## src/rtl/class_vote_filter.sv

```systemverilog
// Temporal majority-vote filter on the argmax class stream: keeps a sliding
// window of class samples and reports a new stable winner over valid/ready.
module class_vote_filter #(
    parameter int WINDOW = 8,
    parameter int THRESH = 5,
    localparam int CW = $clog2(WINDOW) + 1
) (
    input  logic          clk,
    input  logic          reset_n,
    input  logic          sample_en,
    input  logic [1:0]    class_idx,
    input  logic          class_changed,
    input  logic          flush,
    output logic          out_valid,
    input  logic          out_ready,
    output logic [1:0]    out_class,
    output logic [CW-1:0] out_votes,
    output logic          window_full,
    output logic [15:0]   change_count
);

    // state  | meaning
    // FILL   | window not yet full, accumulating samples
    // TRACK  | window full, looking for a new qualifying winner
    // REPORT | report pending, payload frozen until handshake
    typedef enum logic [1:0] {FILL, TRACK, REPORT} state_t;

    localparam int AW = (WINDOW > 1) ? $clog2(WINDOW) : 1;

    state_t          state, state_nxt;
    logic [1:0]      hist [WINDOW];
    logic [AW-1:0]   wr_ptr;
    logic [CW-1:0]   fill;
    logic [CW-1:0]   cnt [4];
    logic [CW-1:0]   cnt_nxt [4];
    logic [1:0]      oldest;
    logic            accept;
    logic            full;
    logic [1:0]      win;
    logic [CW-1:0]   win_cnt;
    logic            qualify;
    logic            latch;
    logic [1:0]      last_reported;
    logic            last_valid;

    assign accept      = sample_en && !flush;
    assign full        = (fill == CW'(WINDOW));
    assign oldest      = hist[wr_ptr];
    assign window_full = full;
    assign out_valid   = (state == REPORT);

    // When the window is full wr_ptr points at the oldest entry, which is evicted.
    always_comb begin
        for (int c = 0; c < 4; c++) begin
            cnt_nxt[c] = cnt[c];
            if (accept) begin
                if (2'(c) == class_idx)
                    cnt_nxt[c] = cnt_nxt[c] + CW'(1);
                if (full && 2'(c) == oldest)
                    cnt_nxt[c] = cnt_nxt[c] - CW'(1);
            end
        end
    end

    always_ff @(posedge clk or negedge reset_n) begin
        if (!reset_n) begin
            wr_ptr <= '0;
            fill   <= '0;
            for (int c = 0; c < 4; c++) cnt[c] <= '0;
            for (int i = 0; i < WINDOW; i++) hist[i] <= '0;
        end else if (flush) begin
            wr_ptr <= '0;
            fill   <= '0;
            for (int c = 0; c < 4; c++) cnt[c] <= '0;
            for (int i = 0; i < WINDOW; i++) hist[i] <= '0;
        end else if (accept) begin
            hist[wr_ptr] <= class_idx;
            wr_ptr       <= wr_ptr + AW'(1);
            if (!full)
                fill <= fill + CW'(1);
            for (int c = 0; c < 4; c++) cnt[c] <= cnt_nxt[c];
        end
    end

    // Strict '>' keeps the lowest index on ties.
    always_comb begin
        win     = 2'd0;
        win_cnt = cnt[0];
        for (int c = 1; c < 4; c++) begin
            if (cnt[c] > win_cnt) begin
                win     = 2'(c);
                win_cnt = cnt[c];
            end
        end
    end

    assign qualify = (win_cnt >= CW'(THRESH)) && (!last_valid || win != last_reported);

    // FILL hands over to TRACK on the edge that stores the last filling sample,
    // so TRACK judges the full window in the very next cycle.
    always_comb begin
        state_nxt = state;
        latch     = 1'b0;
        case (state)
            FILL: begin
                if (full || (accept && fill == CW'(WINDOW - 1)))
                    state_nxt = TRACK;
            end
            TRACK: begin
                if (qualify) begin
                    state_nxt = REPORT;
                    latch     = 1'b1;
                end
            end
            REPORT: begin
                if (out_ready)
                    state_nxt = TRACK;
            end
            default: state_nxt = FILL;
        endcase
        if (flush) begin
            state_nxt = FILL;
            latch     = 1'b0;
        end
    end

    always_ff @(posedge clk or negedge reset_n) begin
        if (!reset_n) begin
            state         <= FILL;
            out_class     <= '0;
            out_votes     <= '0;
            last_reported <= '0;
            last_valid    <= 1'b0;
        end else begin
            state <= state_nxt;
            if (flush) begin
                last_valid <= 1'b0;
            end else if (latch) begin
                out_class     <= win;
                out_votes     <= win_cnt;
                last_reported <= win;
                last_valid    <= 1'b1;
            end
        end
    end

    always_ff @(posedge clk or negedge reset_n) begin
        if (!reset_n)
            change_count <= '0;
        else if (class_changed && change_count != 16'hFFFF)
            change_count <= change_count + 16'd1;
    end

endmodule

```

## config.mk

```make
export PLATFORM = sky130hd
export DESIGN_NAME = class_vote_filter
export DESIGN_NICKNAME = d
export VERILOG_FILES = /design/src/rtl/class_vote_filter.sv
export SDC_FILE = /design/constraint.sdc
export NUM_CORES = 1
export LEC_CHECK = 0
export CAP_MARGIN = 40
export CORE_UTILIZATION = 40
export DETAILED_ROUTE_END_ITERATION = 10
export RECOVER_POWER = 100
export SYNTH_ARGS = -nofsm -noshare
export SYNTH_HDL_FRONTEND = slang
export SYNTH_SLANG_ARGS = --single-unit
```

## constraint.sdc

```tcl
create_clock -name clk -period 6.4 [get_ports clk]
set_clock_uncertainty 0.15 [all_clocks]
set_input_delay 0.96 -clock clk [delete_from_list [all_inputs] [get_ports clk]]
set_output_delay 0.96 -clock clk [all_outputs]
set_load 0.1 [all_outputs]
```

======== Word-level counts from Yosys, hierarchy flattened ========
Index checks and enable logic that the tools add are counted.
word-level totals
  register bits ........................... 64
  input bits .............................. 8
  output and inout port bits .............. 24
cells by class
  bitwise gates (word level) .............. 2
  magnitude comparators ................... 6
  muxes and demuxes ....................... 43
  reduce and logical (&&, ||, !) cells .... 21
  add/subtract/negate cells ............... 11
  eq/ne operators ......................... 16
operators with widths
  cell                     number
  $mux W4                  18
  $mux W16                 4
  $add A4 B1 Y4 const B    5
  $mux W2                  9
  $add A16 B1 Y16 const B  1
  $bwmux W16               1
  $ne A16 B16 Y1 const B   1
  $sub A4 B1 Y4 const B    4
  $gt A4 B4 Y1             3
  $logic_and A1 B1 Y1      9
  $eq A2 B2 Y1 const A     4
  $bmux W2 S3              1
  $demux W2 S3             1
  $logic_not A2 Y1         3
  $mux W1                  6
  $mux W3                  2
  $ne A3 B3 Y1 const B     2
  $pmux W2 S3              1
  $eq A1 B2 Y1 const A     2
  $eq A4 B3 Y1 const B     1
  $eq A4 B4 Y1 const B     1
  $ge A4 B3 Y1 const B     1
  $ge A4 B4 Y1 const B     1
  $lt A4 B1 Y1 const B     1
  13 further kinds         17

======== Longest topological paths before layout ========
  depth in word-level cells ............... 14
  depth in mapped cells ................... 23

======== Worst setup path after synthesis ========
No wires, ideal clock.
  path type ............................... register -> register
  start ................................... reg cnt[14] (netlist bit)
  end ..................................... reg last_reported[1]
  cell stages (with the launch flop) ...... 23
  data arrival time ....................... 5454 ps
  clock period less this slack ............ 5730 ps
  setup slack ............................. 670 ps
  setup time .............................. 126 ps
  cell sequence ........................... dfrtp_1 -> inv_1 -> ha_1 -> and4_1 -> buf_2 -> a21oi_1 -> nor2_1 -> a21oi_1 -> ha_1 -> nor2b_1 -> o21ai_0 -> a2111oi_2 -> nor4_4 -> mux2_2 -> ha_1 -> nor2b_1 -> o21a_1 -> o21a_1 -> o21ai_2 -> mux2i_1 -> o21ai_2 -> a2111oi_4 -> mux2_2
between the ends
  longest elaborated chain between the ends .. 13
RTL lines
  what                                                                   line  text
  start: declaration                                                     34    logic [CW-1:0] cnt [4];
  parallel branches: the longest is 13 deep, another holds $gt A4 B4 Y1  n/a
  end signal: assignment                                                 141   last_reported <= win;
  end: declaration                                                       43    logic [1:0] last_reported;
Several ways; the timed one is not identified.
A chain may end at the register's enable or synchronous reset.

======== Worst setup path after layout ========
  start ................................... reg cnt[9] (netlist bit)
  end ..................................... reg last_reported[0]
Same word-level chain as after synthesis.

==> flow_metrics.py <==
metrics = {
    "floorplan": {
        "floorplan.rows": 36,
        "fp.dieW_microns": 102,
        "start_util_pct": 41.3,
        "io_pins": 32,
        "core_sq_mm": 0.00977,
        "fp.dieH_microns": 102,
        "dieArea_sq_mm": 0.0105,
    },
    "sta": {
        "drv_slew": 64,
        "worst_pin_slew_ps": 3430,
        "min_period_over_period_pct": 93.3,
        "worst_hold_slack_ps": 307,
        "period_minus_slack_ps": 5970,
        "setup-violations-final": 0,
        "max_freq_mhz": 167,
        "finalHoldViolCount": 0,
        "max_slew_margin_pct": -129,
        "setup_ws_ps": 427,
    },
    "flow_run": {
        "maxCapViolations": 1,
    },
    "run_status": {
        "status": "complete, but fails checks",
        "violations": "capacitance limit, slew limit",
    },
    "clock_network": {
        "postCtsHoldBufs": 0,
        "cts_tree": "built",
        "worstSkewPairLatency_ps": 350,
        "cts-root-buf": "clkbuf_8",
        "ctsHtreeMaxLevel": 3,
        "clkSinkCount": 64,
        "cts_buffer_depth": 2,
        "clk_pin_slew_ps": 80,
        "cts_made_buffers": 9,
    },
    "critical_path": {
        "cp_slowest_stage_delay_ps": 460,
        "critPathLaunchType": "register",
        "cp.required_ps": 6490,
        "critPathSlowestCell": "dfrtp_1",
        "reg2regPathDepth": 22,
        "crit_arrival_ps": 6060,
        "crit_chain": "ha_1 -> nor2b_1 -> o211ai_2 -> a21oi_2 -> nor2_1 -> a21oi_1 -> ha_1 -> nor2b_1 -> o21ai_0 -> o21ai_0 -> nor4_4 -> mux2_2 -> ha_1 -> nor2b_1 -> o21a_1 -> o21a_1 -> o21ai_4 -> mux2i_1 -> o21ai_2 -> a2111oi_4 -> buf_4 -> mux2_2",
        "r2r_slack_ps": 430,
        "end_kind": "register",
        "path_max_fanout": 8,
        "critPathKind": "reg -> reg",
    },
    "synth": {
        "synth_mux_area_share_pct": 11.4,
        "synth_edf_count": 0,
        "synth-main-ff-cell": "dfrtp_1",
        "synth_xor_area_share_pct": 10.6,
        "ys_ff_latch": 64,
        "synth_fp_nets": 455,
        "yosysMostFrequentCell": "dfrtp_1",
        "avgSynthCellArea_sq_um": 9.51,
        "ys_seq_area_share_pct": 39.7,
        "synth_commonest_cells": "64 x dfrtp_1, 53 x nor2_1, 40 x nand2_1, 31 x mux2i_1, 29 x xnor2_1",
        "syn_area_sq_mm": 0.00403,
        "synth_cells": 424,
        "synth_simple_gate_area_share_pct": 18.2,
        "async_flop_share_pct": 100,
        "synth_top_family_by_area": "simple AND/OR/NAND/NOR gates",
        "synth-compound-area-share_pct": 9.31,
        "yosysTopAreaCellShare_pct": 39.7,
        "synthAdderAreaFrac_pct": 7.13,
        "netlist_top_cells_area": "dfrtp_1 40%, mux2i_1 7.7%, ha_1 7.1%",
        "yosysTopAreaCell": "dfrtp_1",
        "yosysUniqueCellTypes": 44,
        "yosys_warnings": 0,
    },
    "routing": {
        "vias": 3122,
        "drt_iter0_drc": 142,
        "drt-total-wl_microns": 8290,
        "detail-route-antenna-nets": 0,
        "firstDrtPassIters": 4,
        "drcViolationCount": 0,
        "wire_per_inst_microns": 13.4,
        "routed_via_density": 5.05,
    },
    "global_route": {
        "grt_max_degree": 64,
        "grt.total_usage_pct": 16.9,
        "grt_pass1_vias": 2967,
        "grt_pass1_wl_microns": 13800,
        "grt_antenna_before_repair": 0,
        "overflow": 0,
    },
    "power": {
        "leakage_nw": 2.14,
        "vdd_drop_max_v": 0.000360,
        "p_per_area_mw_per_mm2": 262,
    },
    "layout": {
        "final_nets": 511,
        "diodes": 0,
        "drive_gt1_share_pct": 9.28,
        "syn_to_final_growth_pct": 19.3,
        "fill_cells": 933,
    },
    "placed_design": {
        "dp_hpwl_microns": 5920,
        "globalplace.congestion": 0.774,
        "pre_cts_ws_ps": 60.3,
        "port_buffers": 31,
    },
    "hold_path": {
        "hold_class": "in -> async",
    },
}
cells in the final DEF, fill, tap and decap left out, types with 5 or more instances in the layout:
cell	instances
xor2_1	20
and3_1	6
mux2_2	8
nand2b_1	7
clkbuf_1	26
dfrtp_1	64
a21oi_1	18
clkdlybuf4s50_1	25
nand3_1	11
nor3_1	6
nand2_1	40
nand4_1	15
inv_1	21
nor2_1	53
ha_1	23
mux2i_1	31
nor2b_1	6
o21ai_0	10
clkbuf_8	11
xnor2_1	29
dlygate4sd3_1	5
o21a_1	5
cell type report:
class,count,area (sq um),share of cell area (%)
Multi-Input combinational cell,322,2300,47.8
Timing Repair Buffer,62,460,9.57
Clock inverter,5,55.1,1.14
Clock buffer,11,151,3.15
Inverter,21,78.8,1.64
Tap cell,133,166,3.46
Sequential cell,64,1600,33.3
per-layer routing:
layer	vias to the layer above	global-route usage [%]	routed length, microns
met2	33	28.1	4030
met3	8	4.79	211
met1	1516	21.6	3960
li1	1565	-	-
met4	0	4.62	93
met5	-	0	0
worst paths after layout:
path / to / from
hold / removal: change_count[0] / reset_n
max in group asynchronous: cnt[8] / reset_n
setup reg to reg: last_reported[0] / cnt[9]
setup / recovery: last_reported[0] / cnt[9]
min in group clk: change_count[6] / change_count[6]
hold reg to reg: change_count[6] / change_count[6]
logic make-up (layout without fill, tap and decap cells):
group,Yosys count,in the layout
adder cells (fa/ha/maj),23,23
AND/OR/NAND/NOR,154,154
AO/OA/AOI/OAI,54,54
multiplexers,42,42
flip-flops,64,64
XOR/XNOR,49,49
buffers and inverters,38,99
state kept, by name, indices dropped and copies added (netlist names), 2 cells and up:
register / cells
last_reported: 2
fill: 4
state: 2
wr_ptr: 3
cnt: 16
hist: 16
out_votes: 4
change_count: 16
stage by stage:
step	cell area (sq um)	cells	util [%]	power (W)	TNS [ps]
after detailed placement	4860	599	49.8	0.000970	0
after floorplan	4030	424	-	0.000786	0
after CTS	5070	615	51.9	0.00134	0
final	4810	618	49.2	0.00126	0
after global placement	4460	574	45.7	0.000877	0
after global routing	4810	618	49.2	0.00132	-85.7
what timing repair did:
action	in CTS	in global routing
buffers inserted	0	3
gates resized for setup	0	2
setup endpoints to repair	0	7
where the power goes:
part	internal [W]	switching (W)	leakage (nW)
Clock	0.000200	0.000161	0.101
Combinational	0.000132	0.000291	1.16
Sequential	0.000436	0.0000421	0.871
critical path, delay by kind of cell (launching register included):
family / cells / cell delay [ps]
buffers and inverters: 1 / 220
DFF: 1 / 460
and+or+nand+nor: 5 / 910
muxes: 3 / 1030
AOI/OAI and AO/OA: 10 / 2230
adders and majority gates: 3 / 880
(Power assumes the default switching activity.)
